<file path="src/rtl/fifo_burst_reader_pkg.sv">
// Shared types for the FIFO burst reader: controller state encoding and FIFO read latency.
package fifo_burst_reader_pkg;

  typedef enum logic [2:0] {IDLE, REQ, WAIT, HOLD, DONE} state_t;

  // Cycles from o_rd_en to i_rd_dv; WAIT is one cycle long because this is 1.
  localparam int RD_LATENCY = 1;

endpackage

</file>
<file path="src/rtl/fifo_burst_reader.sv">
// Read-side FIFO controller: drains bursts (or flushes to empty) onto a valid/ready stream.
// Optional macro FIFO_BURST_READER_STATS_EN adds the o_words_sent transfer counter.
module fifo_burst_reader
  import fifo_burst_reader_pkg::*;
#(
  parameter int WIDTH     = 8,
  parameter int MAX_BURST = 16,
  parameter int STATS_W   = 16
) (
  input  logic                           i_clk,
  input  logic                           i_rst,
  input  logic [$clog2(MAX_BURST+1)-1:0] i_burst_len,
  input  logic                           i_flush,
  output logic                           o_rd_en,
  input  logic                           i_rd_dv,
  input  logic [WIDTH-1:0]               i_rd_data,
  input  logic                           i_empty,
  input  logic                           i_ae_flag,
  output logic                           o_tx_dv,
  output logic [WIDTH-1:0]               o_tx_data,
  input  logic                           i_tx_ready,
  output logic                           o_busy,
  output logic                           o_burst_done,
`ifdef FIFO_BURST_READER_STATS_EN
  output logic [STATS_W-1:0]             o_words_sent,
`endif
  output logic                           o_err
);

  localparam int               LEN_W   = $clog2(MAX_BURST + 1);
  localparam logic [LEN_W-1:0] MAX_LEN = LEN_W'(MAX_BURST);

  state_t             state_q, state_d;
  logic [LEN_W-1:0]   remaining_q, remaining_d;
  logic               flush_q, flush_d;
  logic               tx_dv_q, tx_dv_d;
  logic [WIDTH-1:0]   tx_data_q, tx_data_d;
  logic               err_q, err_d;
  logic               xfer;
  logic               flush_eff;

  assign xfer      = tx_dv_q && i_tx_ready;
  assign flush_eff = flush_q || i_flush;

  always_comb begin
    state_d     = state_q;
    remaining_d = remaining_q;
    flush_d     = flush_q;
    tx_dv_d     = tx_dv_q;
    tx_data_d   = tx_data_q;
    err_d       = err_q;
    case (state_q)
      IDLE: begin
        if ((!i_ae_flag && i_burst_len != '0) || (i_flush && !i_empty)) begin
          state_d     = REQ;
          remaining_d = (i_burst_len > MAX_LEN) ? MAX_LEN : i_burst_len;
          flush_d     = i_flush;
        end
      end
      REQ: state_d = WAIT;
      WAIT: begin
        if (i_rd_dv) begin
          tx_data_d = i_rd_data;
          tx_dv_d   = 1'b1;
          if (!flush_q && remaining_q != '0) begin
            remaining_d = remaining_q - LEN_W'(1);
          end
          state_d = HOLD;
        end else begin
          err_d   = 1'b1;
          state_d = DONE;
        end
      end
      HOLD: begin
        // A flush request raised mid-burst takes over from the burst count here.
        if (xfer) begin
          tx_dv_d = 1'b0;
          flush_d = flush_eff;
          if (!i_empty && (flush_eff || remaining_q != '0)) begin
            state_d = REQ;
          end else begin
            state_d = DONE;
          end
        end
      end
      DONE: begin
        flush_d = 1'b0;
        state_d = IDLE;
      end
      default: state_d = IDLE;
    endcase
  end

  always_ff @(posedge i_clk) begin
    if (i_rst) begin
      state_q     <= IDLE;
      remaining_q <= '0;
      flush_q     <= 1'b0;
      tx_dv_q     <= 1'b0;
      tx_data_q   <= '0;
      err_q       <= 1'b0;
    end else begin
      state_q     <= state_d;
      remaining_q <= remaining_d;
      flush_q     <= flush_d;
      tx_dv_q     <= tx_dv_d;
      tx_data_q   <= tx_data_d;
      err_q       <= err_d;
    end
  end

  assign o_rd_en      = (state_q == REQ);
  assign o_busy       = (state_q != IDLE);
  assign o_burst_done = (state_q == DONE);
  assign o_tx_dv      = tx_dv_q;
  assign o_tx_data    = tx_data_q;
  assign o_err        = err_q;

`ifdef FIFO_BURST_READER_STATS_EN
  logic [STATS_W-1:0] words_q;

  always_ff @(posedge i_clk) begin
    if (i_rst) begin
      words_q <= '0;
    end else if (xfer && words_q != '1) begin
      words_q <= words_q + STATS_W'(1);
    end
  end

  assign o_words_sent = words_q;
`endif

endmodule

</file>
<file path="config.mk">
export PLATFORM = sky130hd
export DESIGN_NAME = fifo_burst_reader
export DESIGN_NICKNAME = d
export VERILOG_FILES = /design/src/rtl/fifo_burst_reader_pkg.sv /design/src/rtl/fifo_burst_reader.sv
export SDC_FILE = /design/constraint.sdc
export NUM_CORES = 1
export LEC_CHECK = 0
export ABC_AREA = 1
export BUFFER_PORTS_ARGS = -buffer_cell sky130_fd_sc_hd__buf_2
export CAP_MARGIN = 20
export CELL_PAD_IN_SITES_DETAIL_PLACEMENT = 1
export CELL_PAD_IN_SITES_GLOBAL_PLACEMENT = 1
export CORE_AREA = 2 2 62 64
export CTS_CLUSTER_DIAMETER = 120
export DETAILED_ROUTE_END_ITERATION = 6
export DIE_AREA = 0 0 64 66
export PLACE_DENSITY = 0.75
export SKIP_CTS_REPAIR_TIMING = 1
export SYNTH_ARGS = -nofsm -noshare
export SYNTH_HDL_FRONTEND = slang
export SYNTH_SLANG_ARGS = --single-unit
</file>
<file path="constraint.sdc">
create_clock -name i_clk -period 1.2 [get_ports i_clk]
set_input_delay 0.12 -clock i_clk [delete_from_list [all_inputs] [get_ports i_clk]]
set_output_delay 0.12 -clock i_clk [all_outputs]
set_load 0.03 [all_outputs]
</file>
; Word level (Yosys, flattened, before mapping)
; Index checks and enable logic that the tools add are counted.
[totals]
ff_bits = 19
input_bits = 20
out_inout_bits = 13
word_cells = 57
[op_classes]
addsub = 1
n_lt_le_gt_ge = 1
eq_ne = 8
muxes = 16
n_bitwise = 1
n_reduce_logical = 24
[ops]
columns = cell, n
row1 = 5-bit two-way mux, 4
row2 = 3-bit two-way mux, 4
row3 = 3-bit one-hot mux with 4 select lines, 1
row4 = 5-bit one-hot mux with 2 select lines, 1
row5 = 5-bit nonzero test, 2
row6 = "2-bit inequality test, second input constant", 4
row7 = "3-bit by 2-bit == test with 1-bit output, second input constant", 2
row8 = 2-bit AND reduction, 3
row9 = 3-bit AND reduction, 2
row10 = 3-bit nonzero test, 2
row11 = "5-bit greater-than comparator, second input constant", 1
row12 = 1-bit logical AND, 5
row13 = "5-bit by 1-bit subtractor with 5-bit output, second input constant", 1
row14 = 1-bit two-way mux, 4
row15 = 4-bit AND reduction, 1
row16 = 2-bit nonzero test, 2
row17 = "3-bit by 1-bit == test with 1-bit output, second input constant", 1
row18 = "3-bit == test, second input constant", 1
row19 = 1-bit zero test, 3
row20 = 3-bit zero test, 1
row21 = 1-bit logical OR, 3
row22 = 1-bit one-hot mux with 3 select lines, 1
row23 = 1-bit one-hot mux with 2 select lines, 1
row24 = 1-bit NOT, 1

; Depth between registers and ports, before layout
[logic_depth]
ltp_word = 6
mapped_depth = 9
depth_no_buf = 9

; Worst setup path after synthesis
; OpenSTA, ideal clock, no wires.
[synth_timing]
path_kind = register to register
from = register state_q[0]
to = register state_q[1]
arrival_time_ns = 1.364
required_time_ns = 1.130
path_slack_ns = -0.233
path_stages_with_launch = 5
path_buffers = 0
synth_period_minus_slack_ns = 1.433
path_cell_list = dfxtp_1 -> inv_1 -> nor3_1 -> a21oi_1 -> a21oi_1
[synth_between]
elab_cells_between_ends = 8
[synth_rtl]
columns = item, line_no
row1 = start: declaration, fifo_burst_reader.sv:33  ; state_t state_q, state_d;
row2 = start signal: assignment, fifo_burst_reader.sv:103  ; state_q <= state_d;
row3 = 3-bit by 1-bit == test with 1-bit output, -
row4 = via o_rd_en, fifo_burst_reader.sv:14  ; output logic o_rd_en,
row5 = 3-bit one-hot mux with 4 select lines, fifo_burst_reader.sv:52  ; case (state_q)
; The timed path passes the listed nets, and every way through them passes these cells.
; A chain may end at the register's enable or synchronous reset.

; Worst setup path in the final report
[layout_timing]
from = register state_q[0]
to = register remaining_q[3]
[layout_between]
elab_chain_len = 3
elab_cells_between_ends = 8
[layout_rtl]
columns = item, line_no
row1 = 3-bit by 2-bit == test with 1-bit output / 3-bit zero test (equally long branches), fifo_burst_reader.sv:52
row2 = 2-bit inequality test (no source line) / 2-bit nonzero test (equally long branches), -
row3 = 4-bit AND reduction (no source line), -
row4 = end signal: assignment, fifo_burst_reader.sv:104  ; remaining_q <= remaining_d;
row5 = end: declaration, fifo_burst_reader.sv:34  ; logic [LEN_W-1:0] remaining_q, remaining_d;
; Several ways; a longest one is shown, not always the timed one.

==> run_summary.xml <==
<?xml version="1.0" encoding="UTF-8"?>
<metrics>
  <group name="status">
    <metric name="run_status" unit="">finished, violations left</metric>
    <metric name="failing_checks" unit="">negative setup slack</metric>
  </group>
  <group name="sta">
    <metric name="fin_tns_setup" unit="ns">-1.396</metric>
    <metric name="fin_worst_skew" unit="ns">0.004909</metric>
    <metric name="timing.max_slew.rel_slack" unit="">0.8196</metric>
    <metric name="timing_hold_violations_final" unit="">0</metric>
    <metric name="finalWorstPathRequiredPeriod" unit="ns">1.311</metric>
    <metric name="final_worst_slack" unit="ns">-0.1114</metric>
    <metric name="setup-violations-final" unit="">20</metric>
    <metric name="period_share" unit="">1.093</metric>
    <metric name="timing_max_transition_violations_final" unit="">0</metric>
    <metric name="fmax" unit="MHz">762.5</metric>
    <metric name="worst_slew_pin_slew" unit="ns">0.2678</metric>
    <metric name="grt_setup_unrepaired" unit="">true</metric>
  </group>
  <group name="worst_setup_path">
    <metric name="crit_family" unit="">simple AND/OR/NAND/NOR gates</metric>
    <metric name="timing.critical_path.arrival" unit="ns">1.54</metric>
    <metric name="timing.critical_path.buf_inv" unit="">0</metric>
    <metric name="crit_path_top_delay_cell" unit="">sky130_fd_sc_hd__dfxtp_4</metric>
    <metric name="category_of_the_worst_setup_path_capture_point" unit="">register</metric>
    <metric name="worstRegToRegCells" unit="">8</metric>
    <metric name="path_class" unit="">register to register</metric>
    <metric name="critical_path.cell_chain" unit="">nor2_4 -&gt; nand2_4 -&gt; nor2_4 -&gt; nand2_2 -&gt; nand2_4 -&gt; nand3_4 -&gt; nor2_1 -&gt; nor2_1</metric>
    <metric name="reg2reg_from" unit="">state_q[0]</metric>
    <metric name="critPathRequiredTime" unit="ns">1.42</metric>
    <metric name="cp-start-kind" unit="">register</metric>
    <metric name="crit_path_max_fanout" unit="">6</metric>
    <metric name="worst-r2r-setup-slack" unit="ns">-0.11</metric>
    <metric name="crit_path_max_incr_delay" unit="ns">0.38</metric>
    <metric name="regToRegEndpoint" unit="">remaining_q[3]</metric>
  </group>
  <group name="finish">
    <metric name="area_growth_syn_to_layout" unit="%">55.41</metric>
    <metric name="diodes" unit="">0</metric>
    <metric name="layout.cells.most_common" unit="">sky130_fd_sc_hd__nor2_1</metric>
    <metric name="postLayoutCoreUtil" unit="">0.4556</metric>
    <metric name="fillCellCount" unit="">482</metric>
    <metric name="most-common-layout-cells" unit="">sky130_fd_sc_hd__nor2_1, sky130_fd_sc_hd__buf_2, sky130_fd_sc_hd__nand2_1, sky130_fd_sc_hd__inv_1, sky130_fd_sc_hd__buf_4</metric>
    <metric name="post_route_cells_drive_above_1_share" unit="">0.4279</metric>
    <metric name="num-nets-final" unit="">244</metric>
  </group>
  <group name="floorplan">
    <metric name="floorplan.rows" unit="">22</metric>
    <metric name="num_io_pins" unit="">33</metric>
    <metric name="core_area" unit="mm^2">0.003551</metric>
    <metric name="start_util" unit="">0.2932</metric>
    <metric name="die-height" unit="um">66</metric>
    <metric name="area_of_the_die" unit="mm^2">0.004224</metric>
    <metric name="die_boundary_width" unit="um">64</metric>
  </group>
  <group name="worst_hold_path">
    <metric name="hold_start" unit="">i_rd_data[5]</metric>
    <metric name="hold_depth" unit="">3</metric>
    <metric name="timing.hold.worst.class" unit="">primary input to register</metric>
    <metric name="min_delay_worst_endpoint" unit="">o_tx_data[5]</metric>
  </group>
  <group name="run">
    <metric name="max_cap_violations" unit="">0</metric>
  </group>
  <group name="place">
    <metric name="io_buffers" unit="">32</metric>
    <metric name="place.detailed.hpwl" unit="um">2318</metric>
    <metric name="place_congestion" unit="">0.7615</metric>
  </group>
  <group name="detailed_routing">
    <metric name="vias" unit="">1196</metric>
    <metric name="route.final.wire_length" unit="um">3148</metric>
    <metric name="drc" unit="">0</metric>
    <metric name="antenna_violating_nets_post_route" unit="">0</metric>
    <metric name="via_per_inst" unit="">4.430</metric>
    <metric name="average_routed_wire_per_standard_cell" unit="um">11.66</metric>
    <metric name="tritonroute_pass_1_iters" unit="">4</metric>
    <metric name="dr.first_iter.drc_count" unit="">44</metric>
  </group>
  <group name="pwr">
    <metric name="cell_leakage_power" unit="nW">0.8477</metric>
    <metric name="fin_total_pwr" unit="mW">3.216</metric>
    <metric name="power.ir.vdd_worst" unit="V">0.0007715</metric>
    <metric name="pd_cells" unit="mW/mm^2">1988</metric>
  </group>
  <group name="synthesis">
    <metric name="netlist_instances" unit="">163</metric>
    <metric name="synth_nets" unit="">184</metric>
    <metric name="mappedNetlistArea" unit="mm^2">0.001041</metric>
    <metric name="seq_area_frac_synth" unit="">0.3654</metric>
    <metric name="avgSynthCellArea" unit="um^2">6.386</metric>
    <metric name="synth.distinct_cells" unit="">21</metric>
    <metric name="yosys_warnings" unit="">0</metric>
    <metric name="synth.ff_latch_count" unit="">19</metric>
  </group>
  <group name="grt">
    <metric name="grt_overflow_total" unit="">0</metric>
    <metric name="number_of_antenna_violations_at_the_first_check_in_global_routing" unit="">0</metric>
    <metric name="grt_pass1_vias" unit="">1180</metric>
    <metric name="grt_use_total" unit="">0.1555</metric>
    <metric name="grt_first_pass_wirelength" unit="um">5175</metric>
    <metric name="grt_start_max_net_pins" unit="">15</metric>
  </group>
  <group name="clock_tree">
    <metric name="numCtsBuffers" unit="">3</metric>
    <metric name="htreeDepth" unit="">1</metric>
    <metric name="tritoncts_num_sinks" unit="">19</metric>
    <metric name="worst_setup_hold_path_clk_slew" unit="ns">0.12</metric>
    <metric name="cts-root-buf" unit="">sky130_fd_sc_hd__clkbuf_4</metric>
    <metric name="clkLatencyLatePin" unit="ns">0.31</metric>
    <metric name="tritoncts" unit="">yes</metric>
    <metric name="cts.path.max_buffers" unit="">2</metric>
  </group>
</metrics>
[cell type report]
class,instances,area [um^2],share of cell area
Multi-Input combinational cell,117,644.4,0.3983
Sequential cell,19,391.6,0.2421
Timing Repair Buffer,56,389.1,0.2405
Inverter,26,102.6,0.06342
Tap cell,48,60.06,0.03712
Clock buffer,3,22.52,0.01392
Clock inverter,1,7.507,0.004640
[report_power, final]
part	total (mW)	switching, mW	internal, mW
Clock	0.354	0.227	0.127
Combinational	1.94	1.07	0.870
Sequential	0.918	0.120	0.798
[metrics by stage]
| step | setup slack (ns) | cells | hold slack [ns] | area (um^2) |
|---|---|---|---|---|
| finish | -0.1114 | 270 | 0.01284 | 1618 |
| global route | -0.2276 | 270 | 0.009728 | 1618 |
| floorplan | 0.005887 | 163 | 0.1817 | 1065 |
| detailed placement | -0.09860 | 260 | 0.3487 | 1421 |
| CTS | -0.2194 | 264 | -0.006844 | 1451 |
| global placement | -0.03357 | 260 | 0.3376 | 1421 |
[cells by family after synthesis]
group | after synthesis | synth area share
DFF | 19 | 0.3654
adders and majority gates | 1 | 0.01202
AOI/OAI and AO/OA | 19 | 0.09496
buffers and inverters | 27 | 0.1046
xor gates and xnor gates | 1 | 0.008415
and+or+nand+nor | 96 | 0.4147
[sequential cells by signal, indices dropped and copies added (netlist names)]
register,cells
o_tx_data,8
remaining_q,5
state_q,3
flush_q,1
o_err,1
o_tx_dv,1
[worst min-delay path, delay by kind of cell]
family        cells  cell delay [ns]
buf+inv           1             0.07
simple gates      2             0.10
[routing by layer]
metal / vias to the layer above / part of all wire / GRT usage / wire, um
li1: 627 / - / - / -
met1: 539 / 0.47 / 0.1983 / 1473
met2: 25 / 0.48 / 0.2617 / 1509
met3: 5 / 0.045 / 0.04089 / 142
met4: 0 / 0.0070 / 0.03533 / 22
met5: - / 0 / 0 / 0
[cell usage after synthesis, drive strengths merged]
| cell | count | area [um^2] |
|---|---|---|
| a21oi | 6 | 30.03 |
| a31oi | 1 | 6.260 |
| buf | 1 | 11.26 |
| dfxtp | 19 | 380.4 |
| ha | 1 | 12.51 |
| inv | 26 | 97.60 |
| nand2 | 36 | 150.2 |
| nand3 | 9 | 50.05 |
| nand3b | 2 | 15.01 |
| nand4 | 3 | 18.77 |
| nor2 | 44 | 187.7 |
| nor3 | 2 | 10.01 |
| o21a | 1 | 7.510 |
| o21ai | 11 | 55.05 |
| xor2 | 1 | 8.760 |
[how the worst max path moves through the flow]
stage / start / endpoint / depth (start not counted)
5_1_grt: state_q[2] / o_tx_data[1] / 7
2_1_floorplan: state_q[0] / remaining_q[0] / 8
4_1_cts: state_q[0] / o_rd_en / 4
6_report: state_q[0] / remaining_q[3] / 8
3_3_place_gp: state_q[0] / remaining_q[1] / 9
3_5_place_dp: state_q[0] / remaining_q[1] / 9
Note: power is estimated with default switching activity, not from simulation.
